[src/rtl/ysyx_23060191_lsu_mem.sv]
// Multi-cycle load/store unit between the EXU request port and the data-memory bus.
// One access in flight. Byte/half/word/dword accesses are lane-shifted onto an aligned
// bus beat; loads are extracted and sign/zero extended; misaligned accesses and bus
// errors are reported through resp_err with resp_rdata forced to zero.
//
// Handshake rule for every port pair (req_*, resp_*, mem_req_*): a transfer happens on
// a rising clk edge where valid and ready are both high; once valid is raised, it and
// its payload hold steady until that edge. mem_rsp_valid is a one-cycle pulse with no
// ready, honoured only while waiting for it.
module ysyx_23060191_lsu_mem #(
    parameter int XLEN   = 32,
    parameter int ADDR_W = 32
) (
    input  logic                clk,
    input  logic                rst,
    input  logic                req_valid,
    output logic                req_ready,
    input  logic [3:0]          req_op,
    input  logic [ADDR_W-1:0]   req_addr,
    input  logic [XLEN-1:0]     req_wdata,
    output logic                resp_valid,
    input  logic                resp_ready,
    output logic [XLEN-1:0]     resp_rdata,
    output logic                resp_err,
    output logic                mem_req_valid,
    input  logic                mem_req_ready,
    output logic                mem_we,
    output logic [ADDR_W-1:0]   mem_addr,
    output logic [XLEN-1:0]     mem_wdata,
    output logic [XLEN/8-1:0]   mem_wstrb,
    input  logic                mem_rsp_valid,
    input  logic [XLEN-1:0]     mem_rsp_rdata,
    input  logic                mem_rsp_err,
    output logic [1:0]          dbg_state
);

    localparam int NB    = XLEN / 8;
    localparam int OFS_W = $clog2(NB);

    // Left/right shift amounts used to sign- or zero-extend a narrow lane.
    localparam logic [6:0] EXT_SH_B = 7'(XLEN - 8);
    localparam logic [6:0] EXT_SH_H = 7'(XLEN - 16);
    localparam logic [6:0] EXT_SH_W = 7'(XLEN - 32);

    typedef enum logic [1:0] {
        S_IDLE = 2'd0,
        S_REQ  = 2'd1,
        S_WAIT = 2'd2,
        S_RESP = 2'd3
    } state_t;

    state_t              state_q, state_d;
    logic                we_q, we_d;
    logic                unsigned_q, unsigned_d;
    logic [1:0]          size_q, size_d;
    logic [OFS_W-1:0]    ofs_q, ofs_d;
    logic [ADDR_W-1:0]   addr_q, addr_d;
    logic [XLEN-1:0]     wdata_q, wdata_d;
    logic [NB-1:0]       wstrb_q, wstrb_d;
    logic [XLEN-1:0]     rdata_q, rdata_d;
    logic                err_q, err_d;

    // Request-side decode signals
    logic [OFS_W-1:0]    req_ofs;
    logic [OFS_W+2:0]    req_shamt;
    logic [7:0]          size_mask;
    logic                req_misaligned;
    logic [NB-1:0]       req_strb;
    logic [ADDR_W-1:0]   req_addr_aligned;

    // Response-side extraction signals
    logic [OFS_W+2:0]    rsp_shamt;
    logic [XLEN-1:0]     rsp_lane;
    logic [6:0]          ext_sh;
    logic [XLEN-1:0]     ext_tmp;
    logic [XLEN-1:0]     ext_zext;
    logic [XLEN-1:0]     ext_sext;
    logic [XLEN-1:0]     load_data;

    // Decode the incoming request: byte offset, strobe mask and alignment check.
    always_comb begin
        req_ofs          = req_addr[OFS_W-1:0];
        req_shamt        = {req_ofs, 3'b000};
        req_addr_aligned = {req_addr[ADDR_W-1:OFS_W], {OFS_W{1'b0}}};
        size_mask        = 8'h01;
        req_misaligned   = 1'b0;
        case (req_op[1:0])
            2'd0: begin
                size_mask      = 8'h01;
                req_misaligned = 1'b0;
            end
            2'd1: begin
                size_mask      = 8'h03;
                req_misaligned = req_addr[0];
            end
            2'd2: begin
                size_mask      = 8'h0F;
                req_misaligned = |req_addr[1:0];
            end
            default: begin
                // Dword accesses only exist on a 64-bit datapath.
                size_mask      = 8'hFF;
                req_misaligned = (XLEN == 32) || (|req_addr[2:0]);
            end
        endcase
        req_strb = size_mask[NB-1:0] << req_ofs;
    end

    // Pull the addressed lane out of the bus beat and extend it to XLEN.
    always_comb begin
        rsp_shamt = {ofs_q, 3'b000};
        rsp_lane  = mem_rsp_rdata >> rsp_shamt;
        case (size_q)
            2'd0:    ext_sh = EXT_SH_B;
            2'd1:    ext_sh = EXT_SH_H;
            2'd2:    ext_sh = EXT_SH_W;
            default: ext_sh = 7'd0;
        endcase
        ext_tmp  = rsp_lane << ext_sh;
        ext_zext = ext_tmp >> ext_sh;
        // Kept as its own expression so the shift stays arithmetic.
        ext_sext = $signed(ext_tmp) >>> ext_sh;
        load_data = unsigned_q ? ext_zext : ext_sext;
    end

    // Next-state logic and register updates for the access FSM.
    always_comb begin
        state_d    = state_q;
        we_d       = we_q;
        unsigned_d = unsigned_q;
        size_d     = size_q;
        ofs_d      = ofs_q;
        addr_d     = addr_q;
        wdata_d    = wdata_q;
        wstrb_d    = wstrb_q;
        rdata_d    = rdata_q;
        err_d      = err_q;
        case (state_q)
            S_IDLE: begin
                if (req_valid) begin
                    we_d       = req_op[3];
                    unsigned_d = req_op[2];
                    size_d     = req_op[1:0];
                    ofs_d      = req_ofs;
                    addr_d     = req_addr_aligned;
                    wdata_d    = req_wdata << req_shamt;
                    wstrb_d    = req_op[3] ? req_strb : '0;
                    rdata_d    = '0;
                    if (req_misaligned) begin
                        // Answer directly without touching the bus.
                        err_d   = 1'b1;
                        state_d = S_RESP;
                    end else begin
                        err_d   = 1'b0;
                        state_d = S_REQ;
                    end
                end
            end
            S_REQ: begin
                if (mem_req_ready) begin
                    state_d = S_WAIT;
                end
            end
            S_WAIT: begin
                if (mem_rsp_valid) begin
                    err_d   = mem_rsp_err;
                    rdata_d = (mem_rsp_err || we_q) ? '0 : load_data;
                    state_d = S_RESP;
                end
            end
            default: begin
                if (resp_ready) begin
                    state_d = S_IDLE;
                end
            end
        endcase
    end

    // State and datapath registers; reset drops any access in flight.
    always_ff @(posedge clk) begin
        if (rst) begin
            state_q    <= S_IDLE;
            we_q       <= 1'b0;
            unsigned_q <= 1'b0;
            size_q     <= 2'd0;
            ofs_q      <= '0;
            addr_q     <= '0;
            wdata_q    <= '0;
            wstrb_q    <= '0;
            rdata_q    <= '0;
            err_q      <= 1'b0;
        end else begin
            state_q    <= state_d;
            we_q       <= we_d;
            unsigned_q <= unsigned_d;
            size_q     <= size_d;
            ofs_q      <= ofs_d;
            addr_q     <= addr_d;
            wdata_q    <= wdata_d;
            wstrb_q    <= wstrb_d;
            rdata_q    <= rdata_d;
            err_q      <= err_d;
        end
    end

    // All outputs come straight from registers or the decoded state.
    always_comb begin
        req_ready     = (state_q == S_IDLE);
        mem_req_valid = (state_q == S_REQ);
        resp_valid    = (state_q == S_RESP);
        mem_we        = we_q;
        mem_addr      = addr_q;
        mem_wdata     = wdata_q;
        mem_wstrb     = wstrb_q;
        resp_rdata    = rdata_q;
        resp_err      = err_q;
        dbg_state     = state_q;
    end

endmodule

[config.mk]
export PLATFORM = sky130hd
export DESIGN_NAME = ysyx_23060191_lsu_mem
export DESIGN_NICKNAME = d
export VERILOG_FILES = /design/src/rtl/ysyx_23060191_lsu_mem.sv
export SDC_FILE = /design/constraint.sdc
export NUM_CORES = 1
export LEC_CHECK = 0
export BUFFER_PORTS_ARGS = -buffer_cell sky130_fd_sc_hd__buf_2
export CAP_MARGIN = 20
export CORE_MARGIN = 2
export CORE_UTILIZATION = 51
export DETAILED_ROUTE_END_ITERATION = 8
export GPL_TIMING_DRIVEN = 0
export HOLD_SLACK_MARGIN = 0.08
export PLACE_DENSITY = 0.82
export SYNTH_ARGS = -nofsm -noshare
export SYNTH_HDL_FRONTEND = slang
export SYNTH_SLANG_ARGS = --single-unit
[constraint.sdc]
create_clock -name clk -period 6.5 [get_ports clk]
set_clock_uncertainty 0.05 [all_clocks]
set_input_delay 1.3 -clock clk [delete_from_list [all_inputs] [get_ports clk]]
set_output_delay 1.3 -clock clk [all_outputs]
set_load 0.02 [all_outputs]
# Word-level counts from Yosys, hierarchy flattened
# Cells that the tools add are included.
# word_totals
reg_bits	107
latchBits	0
ramBits	0
mem_bits_ro	0
word_cells	54
memories	0
# classes
n_addsub	0
multipliers	0
div	0
n_lt_le_gt_ge	0
eq_ne	9
n_shift	6
muxes	19
bitwise	0
n_reduce_logical	10
# op_table
op	count
2-to-1 mux 32 bit	4
one-hot mux 32 bit (2 select lines)	1
left shift 32 x 5 -> 32 bit	1
left shift 32 x 7 -> 32 bit	1
right shift 32 x 5 -> 32 bit	1
right shift 32 x 7 -> 32 bit	1
>>> shifter 32 x 7 -> 32 bit	1
one-hot mux 4 bit (3 select lines)	1
2-to-1 mux 2 bit	5
one-hot mux 5 bit (2 select lines)	1
equality test 2 x 1 -> 1 bit (second input constant)	3
equality test 2 bit (second input constant)	3
logical NOT 2 bit	3
one-hot mux 2 bit (3 select lines)	1
2-to-1 mux 4 bit	1
inequality test 2 bit (second input constant)	2
AND reduction 4 bit	1
nonzero test 4 bit	1
left shift 4 x 2 -> 4 bit	1
2-to-1 mux 1 bit	3
one-hot mux 1 bit (3 select lines)	1
AND reduction 3 bit	1
inequality test 2 x 1 -> 1 bit (second input constant)	1
one-hot mux 1 bit (2 select lines)	1
4 further kinds	4

# Logic depth before layout (Yosys ltp)
# logic_depth
word_depth	8
depth_mapped	9
depth_no_buf	6

# Least setup slack after synthesis
# No wires, ideal clock.
# synth_path
kind	input -> register
start	in mem_rsp_err
end	reg rdata_q[22], in the netlist resp_rdata[22]
setup_ns	0.080
t_arrival_ns	2.683
required_ns	6.370
slack_ns	3.687
cell_stages	7
n_path_buf	3
cell_sequence	nand4bb_1 > or3_1 > buf_2 > or3_1 > buf_2 > buf_6 > o221ai_2
# synth_between
elab_chain_cells	4
# synth_rtl
element	line_no	rtl
start: declaration	33	input logic mem_rsp_err,
logical OR 1 bit	167	rdata_d = (mem_rsp_err || we_q) ? '0 : load_data;
2-to-1 mux 32 bit	167	
2-to-1 mux 32 bit	165	if (mem_rsp_valid) begin
one-hot mux 32 bit (2 select lines)	138	case (state_q)
end signal: assignment	201	rdata_q <= rdata_d;
end: declaration	60	logic [XLEN-1:0] rdata_q, rdata_d;
# Every way passes these cells. The select of a mux whose other input is x is not followed.
# A chain may end at the register's enable or synchronous reset.

# Worst setup path after layout
# layout_path
start	reg state_q[0], in the netlist dbg_state[0]
end	out req_ready
# layout_between
elab_chain_cells	1
# layout_rtl
element	line_no	rtl
start: declaration	52	state_t state_q, state_d;
start signal: assignment	193	state_q <= state_d;
logical NOT 2 bit	208	req_ready = (state_q == S_IDLE);
end: declaration	17	output logic req_ready,
# Every way passes these cells.

==> impl_metrics.yaml <==
status:
  status: "finished, final reports clean"
worst_setup_path:
  arrival_ns: 1.41
  path_cells: "inv_1 > ha_1 > buf_2"
  endpoint_kind: "output port"
  regToRegSetupSlack_ns: 3.85
  r2r_start: "dbg_state[0]"
  worst-path-buf-inv: 2
  crit_family: "flip-flops"
  critPathLaunchType: "flip-flop"
  cpPeakStageDelay_ns: 0.45
  crit_type: "reg2out"
  worstPathMaxFanout: 8
  r2r_end: "resp_rdata[29]"
  reg2regPathDepth: 7
  slowest_stage: "dfxtp_1"
  critical_path_required_ns: 5.15
synth:
  ys_ff_latch: 107
  synthesis.area_mm2: 0.004846
  yosys-top-cells-count: "nand2_1 (115), dfxtp_1 (107), a21oi_1 (55)"
  yosys.area.top_type: "dfxtp_1"
  async_flop_share_pct: 0
  yosysMostFrequentCell: "nand2_1"
  yosysSeqAreaShare_pct: 44.20
  yosysWarnings: 0
  post_synth.cell_area_avg_um2: 8.428
  synth_top_area_share_pct: 44.20
  synthCells: 575
  synth_enable_flop_cells: 0
  yosys.cell_types.count: 49
  synth_top_cells_by_area: "dfxtp_1 (44%), nand2_1 (8.9%), a21oi_1 (5.7%)"
  synth_flop_cell: "dfxtp_1"
grt:
  grt_pass1_vias: 5033
  grt_pass1_wl_um: 25040
  antenna_found_initial: 0
  grt_max_degree: 20
  gr-total-overflow: 0
  grtUsageTotal_pct: 31.25
timing:
  finalMaxSlewViolations: 0
  fin_crit_sh_pct: 42.48
  fmax_mhz: 362.2
  fin_tns_setup_ns: 0
  rsz0062_at_grt: "false"
  tightest_slew_ns: 0.7657
  period_minus_slack_ns: 2.761
  finalWorstSetupSlack_ns: 3.739
  setup_viol: 0
  hold_viol_final: 0
  slew-limit-headroom_pct: 48.95
hold_path:
  hp-class: "reg2reg"
  hold_path_end: "mem_addr[27]"
  hp-start: "mem_addr[27]"
  hold_path_depth: 2
cts:
  cts_sinks: 107
  cts_buffer_depth: 2
  cts_resized: 0
  cts_hold_buf: 0
  postCtsSetupRepairBufs: 0
  clk_latency_ns: 0.37
  cts-buffers-inserted: 9
  cts_tree: "built"
  cts_root_buffer: "clkbuf_8"
  clk_pin_slew_ns: 0.11
  htreeDepth: 3
floorplan:
  die_h_um: 101.5
  placementRows: 35
  die-area_mm2: 0.01030
  core-area_mm2: 0.009240
  dieWidth_um: 101.5
  start_util_pct: 52.44
  io-pin-count: 214
flow_run:
  drv_cap: 0
route:
  first_pass_iters: 5
  routed_wl_um: 16190
  viasPerCell: 5.636
  drc: 0
  avgRoutedWirePerCell_um: 17.39
  ant_nets: 0
  drt_iter0_markers: 302
  num_vias: 5247
layout:
  nets: 909
  syn_to_final_growth_pct: 29.36
  num-fill-cells: 802
  diodes: 0
  drive_above_1_share_pct: 32.29
place:
  place_congestion: 0.9400
  pre_cts_ws_ns: 3.311
  dp_hpwl_um: 12430
  port_buffers: 208
power_and_ir_drop:
  vdd_drop_max_v: 0.0001639
  leakagePower_nw: 2.815
  cellPowerDensity_mw_per_mm2: 320.4
worst min-delay path, stage by stage, from the launching register on:
cell and delay [ns]:
dfxtp_1 0.32, nand2_1 0.05, a21oi_1 0.05
sequential cells by signal, summed over array words and instances (netlist names):
register,cells
mem_we,1
ofs_q,2
mem_wdata,32
mem_addr,30
mem_wstrb,4
unsigned_q,1
dbg_state,2
resp_err,1
size_q,2
resp_rdata,32
layout by cell type, fill, tap and decap left out, types with 3 or more instances in the layout:
master,n
o21ai_0,15
o21ai_1,8
o221ai_1,6
nand2_1,115
a221oi_1,8
buf_1,9
buf_2,215
mux2i_1,27
nand3b_1,7
a32oi_1,7
clkinv_4,3
o211ai_1,9
clkbuf_1,32
nor2_1,44
clkbuf_8,9
a211o_1,7
or3_1,3
nor3_1,15
inv_1,3
ha_1,5
a21oi_1,55
inv_6,3
dfxtp_1,107
nand2b_1,4
a22oi_1,27
nor2b_1,9
mux2_2,16
worst max path at each step:
| stage | startpoint | to | depth (start not counted) | slack, ns |
|---|---|---|---|---|
| 5_1_grt | dbg_state[0] | req_ready | 3 | 3.64 |
| 4_1_cts | req_addr[0] | mem_wdata[7] | 5 | 3.68 |
| 3_5_place_dp | req_addr[0] | mem_wdata[6] | 5 | 3.31 |
| 2_1_floorplan | mem_rsp_err | resp_rdata[22] | 7 | 3.69 |
| 6_report | dbg_state[0] | req_ready | 3 | 3.74 |
| 3_3_place_gp | req_addr[0] | mem_wdata[5] | 5 | 3.37 |
kinds of logic (layout without fill, tap and decap cells):
group / after synthesis / in the layout / synth area share [%]
other cells: 1 / 2 / 0.07739
buf+inv: 54 / 280 / 4.647
flops: 107 / 107 / 44.20
fa+ha+maj: 5 / 5 / 1.291
simple gates: 211 / 211 / 19.26
compound gates: 153 / 153 / 20.76
mux: 44 / 44 / 9.760
routing by layer:
metal | global-route usage, % | wire, µm | vias up | part of all wire [%]
li1 | - | - | 2474 | -
met1 | 37.42 | 6330 | 2428 | 39
met2 | 54.61 | 8006 | 310 | 49
met3 | 8.696 | 1587 | 35 | 9.8
met4 | 9.459 | 268 | 0 | 1.7
met5 | 0 | 0 | - | 0
power by group:
part	internal, mW	leakage, nW	switching (mW)	total, mW
clock	0.185	0.105	0.250	0.434
sequential	0.737	0.872	0.0509	0.788
combinational	0.260	1.84	0.525	0.786
total	1.18	2.82	0.826	2.01
cell type report:
cell class / count / area (µm²) / area share, %
multi-input combinational: 415 / 2482 / 39.60
sequential: 107 / 2142 / 34.17
timing repair buffer: 210 / 1051 / 16.77
buffer: 50 / 210.2 / 3.353
tap: 129 / 161.4 / 2.575
clock buffer: 9 / 123.9 / 1.976
clock inverter: 7 / 82.58 / 1.317
inverter: 4 / 15.01 / 0.2395
metrics by stage:
stage	instance area, µm²	hold WS, ns	utilization (%)	cells	total power, mW
floorplan	4850	0.4313	-	576	1.313
global placement	6052	0.3874	65.50	913	1.553
detailed placement	6057	0.3883	65.55	914	1.580
CTS	6264	0.4108	67.79	930	2.002
global route	6269	0.4322	67.84	931	2.115
finish	6269	0.4094	67.84	931	2.008
Power figures use the tool's default switching activity.
